**src/rtl/spi_adc_rx_multi.sv**
```systemverilog
// Multi-channel AD7276-style serial ADC receiver: drives shared CS_n/SCLK,
// captures NUM_CH parallel MISO lines and presents all channels as one AXIS beat.
module spi_adc_rx_multi #(
    parameter int NUM_CH         = 2,
    parameter int ADC_BITS       = 12,
    parameter int FRAME_BITS     = 14,
    parameter int LEAD_ZEROS     = 2,
    parameter int QUIET_CYC      = 4,
    parameter int DEF_SAMPLE_DIV = 48
) (
    input  logic                   clk,
    input  logic                   rst,
    input  logic                   enable,
    input  logic [31:0]            sample_div,
    input  logic [7:0]             sclk_half_div,
    input  logic                   clear_status,
    input  logic [NUM_CH-1:0]      miso,
    output logic                   cs_n,
    output logic                   sclk,
    output logic [16*NUM_CH-1:0]   m_axis_tdata,
    output logic                   m_axis_tvalid,
    input  logic                   m_axis_tready,
    output logic                   overrun,
    output logic                   trig_miss,
    output logic                   busy
);

    localparam int HP_LAST = 2*FRAME_BITS - 1;
    localparam int HPW     = $clog2(2*FRAME_BITS);
    localparam int QUIET_N = (QUIET_CYC < 1) ? 1 : QUIET_CYC;
    localparam int QW      = $clog2(QUIET_N + 1);
    localparam int MSB_POS = FRAME_BITS - 1 - LEAD_ZEROS;

    typedef enum logic [2:0] {
        IDLE,
        SETUP,
        SHIFT,
        DONE,
        QUIET
    } state_t;

    state_t                state;
    logic [31:0]           eff_div;
    logic [31:0]           p_cur;
    logic [31:0]           smp_cnt;
    logic                  tick;
    logic [7:0]            h_eff;
    logic [7:0]            hcnt;
    logic                  h_evt;
    logic [HPW-1:0]        hp_cnt;
    logic [QW-1:0]         qcnt;
    logic [FRAME_BITS-1:0] shreg [NUM_CH];

    assign eff_div = (sample_div == '0) ? 32'(DEF_SAMPLE_DIV) : sample_div;
    assign h_eff   = (sclk_half_div == '0) ? 8'd1 : sclk_half_div;
    assign h_evt   = (hcnt == h_eff - 8'd1);
    assign tick    = enable && (smp_cnt == p_cur - 32'd1);
    assign busy    = (state != IDLE);

    // The period is latched only at wrap (or while disabled) so a new
    // sample_div never truncates or stretches the period in progress.
    always_ff @(posedge clk) begin
        if (!rst || !enable || tick) begin
            smp_cnt <= '0;
            p_cur   <= eff_div;
        end else begin
            smp_cnt <= smp_cnt + 32'd1;
        end
    end

    always_ff @(posedge clk) begin
        if (!rst) begin
            state         <= IDLE;
            cs_n          <= 1'b1;
            sclk          <= 1'b1;
            m_axis_tvalid <= 1'b0;
            m_axis_tdata  <= '0;
            overrun       <= 1'b0;
            trig_miss     <= 1'b0;
            hcnt          <= '0;
            hp_cnt        <= '0;
            qcnt          <= '0;
            for (int unsigned k = 0; k < NUM_CH; k++) begin
                shreg[k] <= '0;
            end
        end else begin
            case (state)
                IDLE: begin
                    cs_n <= 1'b1;
                    sclk <= 1'b1;
                    hcnt <= '0;
                    if (tick) begin
                        state <= SETUP;
                        cs_n  <= 1'b0;
                    end
                end
                SETUP: begin
                    if (h_evt) begin
                        hcnt   <= '0;
                        hp_cnt <= '0;
                        sclk   <= 1'b0;
                        state  <= SHIFT;
                    end else begin
                        hcnt <= hcnt + 8'd1;
                    end
                end
                SHIFT: begin
                    if (h_evt) begin
                        hcnt <= '0;
                        if (hp_cnt == HPW'(HP_LAST)) begin
                            state <= DONE;
                            cs_n  <= 1'b1;
                            sclk  <= 1'b1;
                        end else begin
                            hp_cnt <= hp_cnt + 1'b1;
                            sclk   <= ~sclk;
                            // Capture on the edge that raises sclk.
                            if (!sclk) begin
                                for (int unsigned k = 0; k < NUM_CH; k++) begin
                                    shreg[k] <= {shreg[k][FRAME_BITS-2:0], miso[k]};
                                end
                            end
                        end
                    end else begin
                        hcnt <= hcnt + 8'd1;
                    end
                end
                DONE: begin
                    qcnt  <= '0;
                    state <= QUIET;
                end
                QUIET: begin
                    if (qcnt == QW'(QUIET_N - 1)) begin
                        state <= IDLE;
                    end else begin
                        qcnt <= qcnt + 1'b1;
                    end
                end
                default: state <= IDLE;
            endcase

            if (state == DONE && (!m_axis_tvalid || m_axis_tready)) begin
                for (int unsigned k = 0; k < NUM_CH; k++) begin
                    m_axis_tdata[16*k +: 16] <= 16'(shreg[k][MSB_POS -: ADC_BITS]);
                end
                m_axis_tvalid <= 1'b1;
            end else if (m_axis_tvalid && m_axis_tready) begin
                m_axis_tvalid <= 1'b0;
            end

            if (state == DONE && m_axis_tvalid && !m_axis_tready) begin
                overrun <= 1'b1;
            end else if (clear_status) begin
                overrun <= 1'b0;
            end

            if (tick && state != IDLE) begin
                trig_miss <= 1'b1;
            end else if (clear_status) begin
                trig_miss <= 1'b0;
            end
        end
    end

endmodule

```
**config.mk**
```make
export PLATFORM = sky130hd
export DESIGN_NAME = spi_adc_rx_multi
export DESIGN_NICKNAME = d
export VERILOG_FILES = /design/src/rtl/spi_adc_rx_multi.sv
export SDC_FILE = /design/constraint.sdc
export NUM_CORES = 1
export LEC_CHECK = 0
export BUFFER_PORTS_ARGS = -buffer_cell sky130_fd_sc_hd__buf_2
export CAP_MARGIN = 15
export CORE_MARGIN = 2
export CORE_UTILIZATION = 31
export DETAILED_ROUTE_END_ITERATION = 10
export PLACE_DENSITY = 0.57
export RECOVER_POWER = 50
export SLEW_MARGIN = 20
export SYNTH_ARGS = -nofsm -noshare
export SYNTH_HDL_FRONTEND = slang
export SYNTH_SLANG_ARGS = --single-unit
```
**constraint.sdc**
```tcl
create_clock -name clk -period 4 [get_ports clk]
set_input_delay 0.2 -clock clk [delete_from_list [all_inputs] [get_ports clk]]
set_output_delay 0.2 -clock clk [all_outputs]
set_load 0.02 [all_outputs]
```
==> reports/results.ini <==
[synth]
avgSynthCellArea_um2 = 9.61
yosysSeqAreaShare = 0.455
synthCells = 751
synth-seq-cells = 136
async_flop_share = 0
netlist_area_um2 = 7220
synth_edf_count = 56
synth_cell_type_count = 64
ys_warn_count = 0
synth_ff_type = dfxtp_1

[power_and_ir_drop]
swShare = 0.221
p_int_mw = 2.63
power.net_switching_uw = 748
vdd_drop_max_mv = 0.268
power_density_nw_per_um2 = 393
p_leak_nw = 2.96
clock_power_share = 0.482
pwr-share-seq = 0.455
p_comb_frac = 0.063

[route]
routed_wirelength_mm = 16.4
first_pass_iters = 4
vias_per_cell = 4.87
route.detailed.drc = 0
via_count = 5588
final_antenna_net_count = 0
wl_per_cell_um = 14.3
drtIter0Drc = 287

[layout]
fin_area_um2 = 8610
fin_cells = 1148
antenna_cells = 0
n_fill_cell = 2307
nNetsFinal = 876
drive_gt1_frac = 0.128
syn_to_final_growth_pct = 19.2

[global_route]
grt_remaining_overflow = 0
antenna_found_initial = 0
grt_pass1_wl_mm = 27.0
grt_start_max_net_pins = 53
track_usage = 0.137
grt_pass1_vias = 5359

[clock_network]
h-tree-depth = 4
postCtsSetupRepairBufs = 0
clockBufferDepth = 2
cts_buffers = 17
cts_tree = yes
cts.clk_slew.worst_paths_ps = 60
insertion_delay_ps = 410
clkSinkCount = 136
cts_root_buffer = clkbuf_16

[place]
dpl-instance-area_um2 = 7820
hpwlAfterDp_mm = 11.7
dp_slack_ps = 286
io_buffers = 76
dp.cells = 1089
place.gp.congestion = 0.792

[sta]
worstMarginPinSlew_ps = 1270
clock.fmax_mhz = 287
finalSetupViolCount = 0
rsz0062_at_grt = no
finalCriticalPeriod_ps = 3480
relSlewSlack = 0.150
slew_viol_final = 0
hold_viol_final = 0
setup_ws_ps = 521
tns_ps = 0
min_period_over_period = 0.870
worst_clock_skew_ps = 13.3

[floorplanning]
die_area_um2 = 24500
top_level_ports = 85
rows = 55
die_w_um = 157
core_region_area_um2 = 22800
die_h_um = 157
start_util = 0.317

[critical_path]
cp_data_arrival_time_ps = 3530
start_kind = flop
cp-end-kind = flop
path_max_fanout = 32
critPathRequiredTime_ps = 4050
path_class = reg2reg

[flow_run]
maxCapViolCount = 0

[status]
run_status = finished, final reports clean

[min_path]
hold_class = in2reg

## through the flow
stage | hold WS, ps | power [mW] | utilization
floorplan | 354 | 1.69 | -
global placement | 401 | 1.76 | 0.343
detailed placement | 397 | 1.76 | 0.343
CTS | 12.4 | 3.42 | 0.381
global route | 58.4 | 3.50 | 0.378
finish | 67.2 | 3.38 | 0.378
## synthesized netlist by cell type (9+ instances only)
| cell type | count | share of area |
|---|---|---|
| a21boi_0 | 31 | 0.032 |
| a21oi_1 | 14 | 0.0097 |
| a31oi_1 | 10 | 0.0087 |
| and2_1 | 31 | 0.027 |
| and3_1 | 17 | 0.015 |
| clkbuf_1 | 59 | 0.031 |
| dfxtp_1 | 80 | 0.22 |
| edfxtp_1 | 56 | 0.23 |
| inv_1 | 11 | 0.0057 |
| nand2_1 | 79 | 0.041 |
| nand2b_1 | 13 | 0.011 |
| nand3_1 | 24 | 0.017 |
| nand4_1 | 16 | 0.014 |
| nor2_1 | 30 | 0.016 |
| nor2b_1 | 9 | 0.0078 |
| nor3_1 | 15 | 0.010 |
| nor3_2 | 31 | 0.043 |
| nor4_1 | 27 | 0.023 |
| or3_1 | 10 | 0.0087 |
| xnor2_1 | 34 | 0.041 |
| xor2_1 | 37 | 0.045 |
## sequential cells by signal, summed over array words and instances, names as in the netlist, 3 cells and up
signal / cells
p_cur: 32
smp_cnt: 32
m_axis_tdata: 24
shreg: 24
hcnt: 8
hp_cnt: 5
qcnt: 3
state: 3
## critical path, cell delays in order, from the launching register on
cell,delay (ps)
edfxtp_1,450
inv_1,90
ha_1,270
nor3b_1,280
nand4b_1,370
o31a_1,440
a2111oi_2,270
nand4_1,180
nor4_4,300
or2_4,460
## what timing repair did
action                                 CTS  global route
setup endpoints to repair                0            32
resized for setup                        0             1
hold buffers                            25             2
endpoints found under the hold margin   25             2
## logic make-up (layout without fill, tap and decap cells)
family | after synthesis | in the layout | synth area share
AOI/OAI and AO/OA | 108 | 108 | 0.111
xor gates and xnor gates | 71 | 71 | 0.0862
adders and majority gates | 7 | 7 | 0.0121
buffers and inverters | 82 | 159 | 0.0501
DFF | 136 | 136 | 0.455
muxes | 3 | 3 | 0.00433
other | 1 | 8 | 0.000520
and+or+nand+nor | 343 | 343 | 0.280
## power by group through the flow
stage / clock [mW] / combinational, mW / sequential [mW]
final: 1.63 / 0.213 / 1.54
after global routing: 1.72 / 0.235 / 1.54
after CTS: 1.66 / 0.218 / 1.54
after detailed placement: 0 / 0.199 / 1.57
after global placement: 0 / 0.200 / 1.56
after floorplan: 0 / 0.149 / 1.55
## placed cells by master (no fill, tap or decap), drive strengths merged, types with 4 or more instances in the layout
| master | netlist | layout |
|---|---|---|
| a2111oi | 5 | 5 |
| a21boi | 31 | 31 |
| a21oi | 14 | 14 |
| a31oi | 10 | 10 |
| and2 | 31 | 31 |
| and3 | 17 | 17 |
| and4 | 4 | 4 |
| buf | 12 | 29 |
| bufinv | 0 | 4 |
| clkbuf | 59 | 81 |
| clkinv | 0 | 7 |
| conb | 1 | 8 |
| dfxtp | 80 | 80 |
| dlygate4sd3 | 0 | 27 |
| edfxtp | 56 | 56 |
| ha | 7 | 7 |
| inv | 11 | 11 |
| nand2 | 79 | 79 |
| nand2b | 13 | 13 |
| nand3 | 24 | 24 |
| nand3b | 5 | 5 |
| nand4 | 16 | 16 |
| nor2 | 30 | 30 |
| nor2b | 9 | 9 |
| nor3 | 46 | 46 |
| nor3b | 8 | 8 |
| nor4 | 29 | 29 |
| nor4b | 4 | 4 |
| o211a | 5 | 5 |
| o211ai | 6 | 6 |
| o21ai | 7 | 7 |
| o31a | 4 | 4 |
| or2 | 8 | 8 |
| or3 | 10 | 10 |
| or4 | 4 | 4 |
| xnor2 | 34 | 34 |
| xor2 | 37 | 37 |
## worst paths after layout
path,start,end,slack (ps),depth (start not counted)
setup reg to reg,p_cur[0],p_cur[17],520,9
hold / removal,miso[0],shreg[0][0],70,2
setup / recovery,p_cur[0],p_cur[17],520,9
hold reg to reg,m_axis_tdata[10],m_axis_tdata[10],460,2
## routing by layer
metal  global-route usage  part of all wire  vias to the layer above
met1                0.174              0.48                     2662
li1                     -                 -                     2830
met2                0.232              0.49                       77
met5                    0                 0                        -
met3               0.0313             0.024                       19
met4               0.0415             0.013                        0
## area by class of cell
class	instances	area, µm²	share of cell area
Timing Repair Buffer	116	669	0.0778
Clock inverter	11	174	0.0202
Clock buffer	21	440	0.0512
Tap cell	313	392	0.0455
Multi-Input combinational cell	540	3610	0.419
Sequential cell	136	3280	0.381
Inverter	11	41.3	0.00480
No activity file was read; power rests on OpenSTA's default activity.
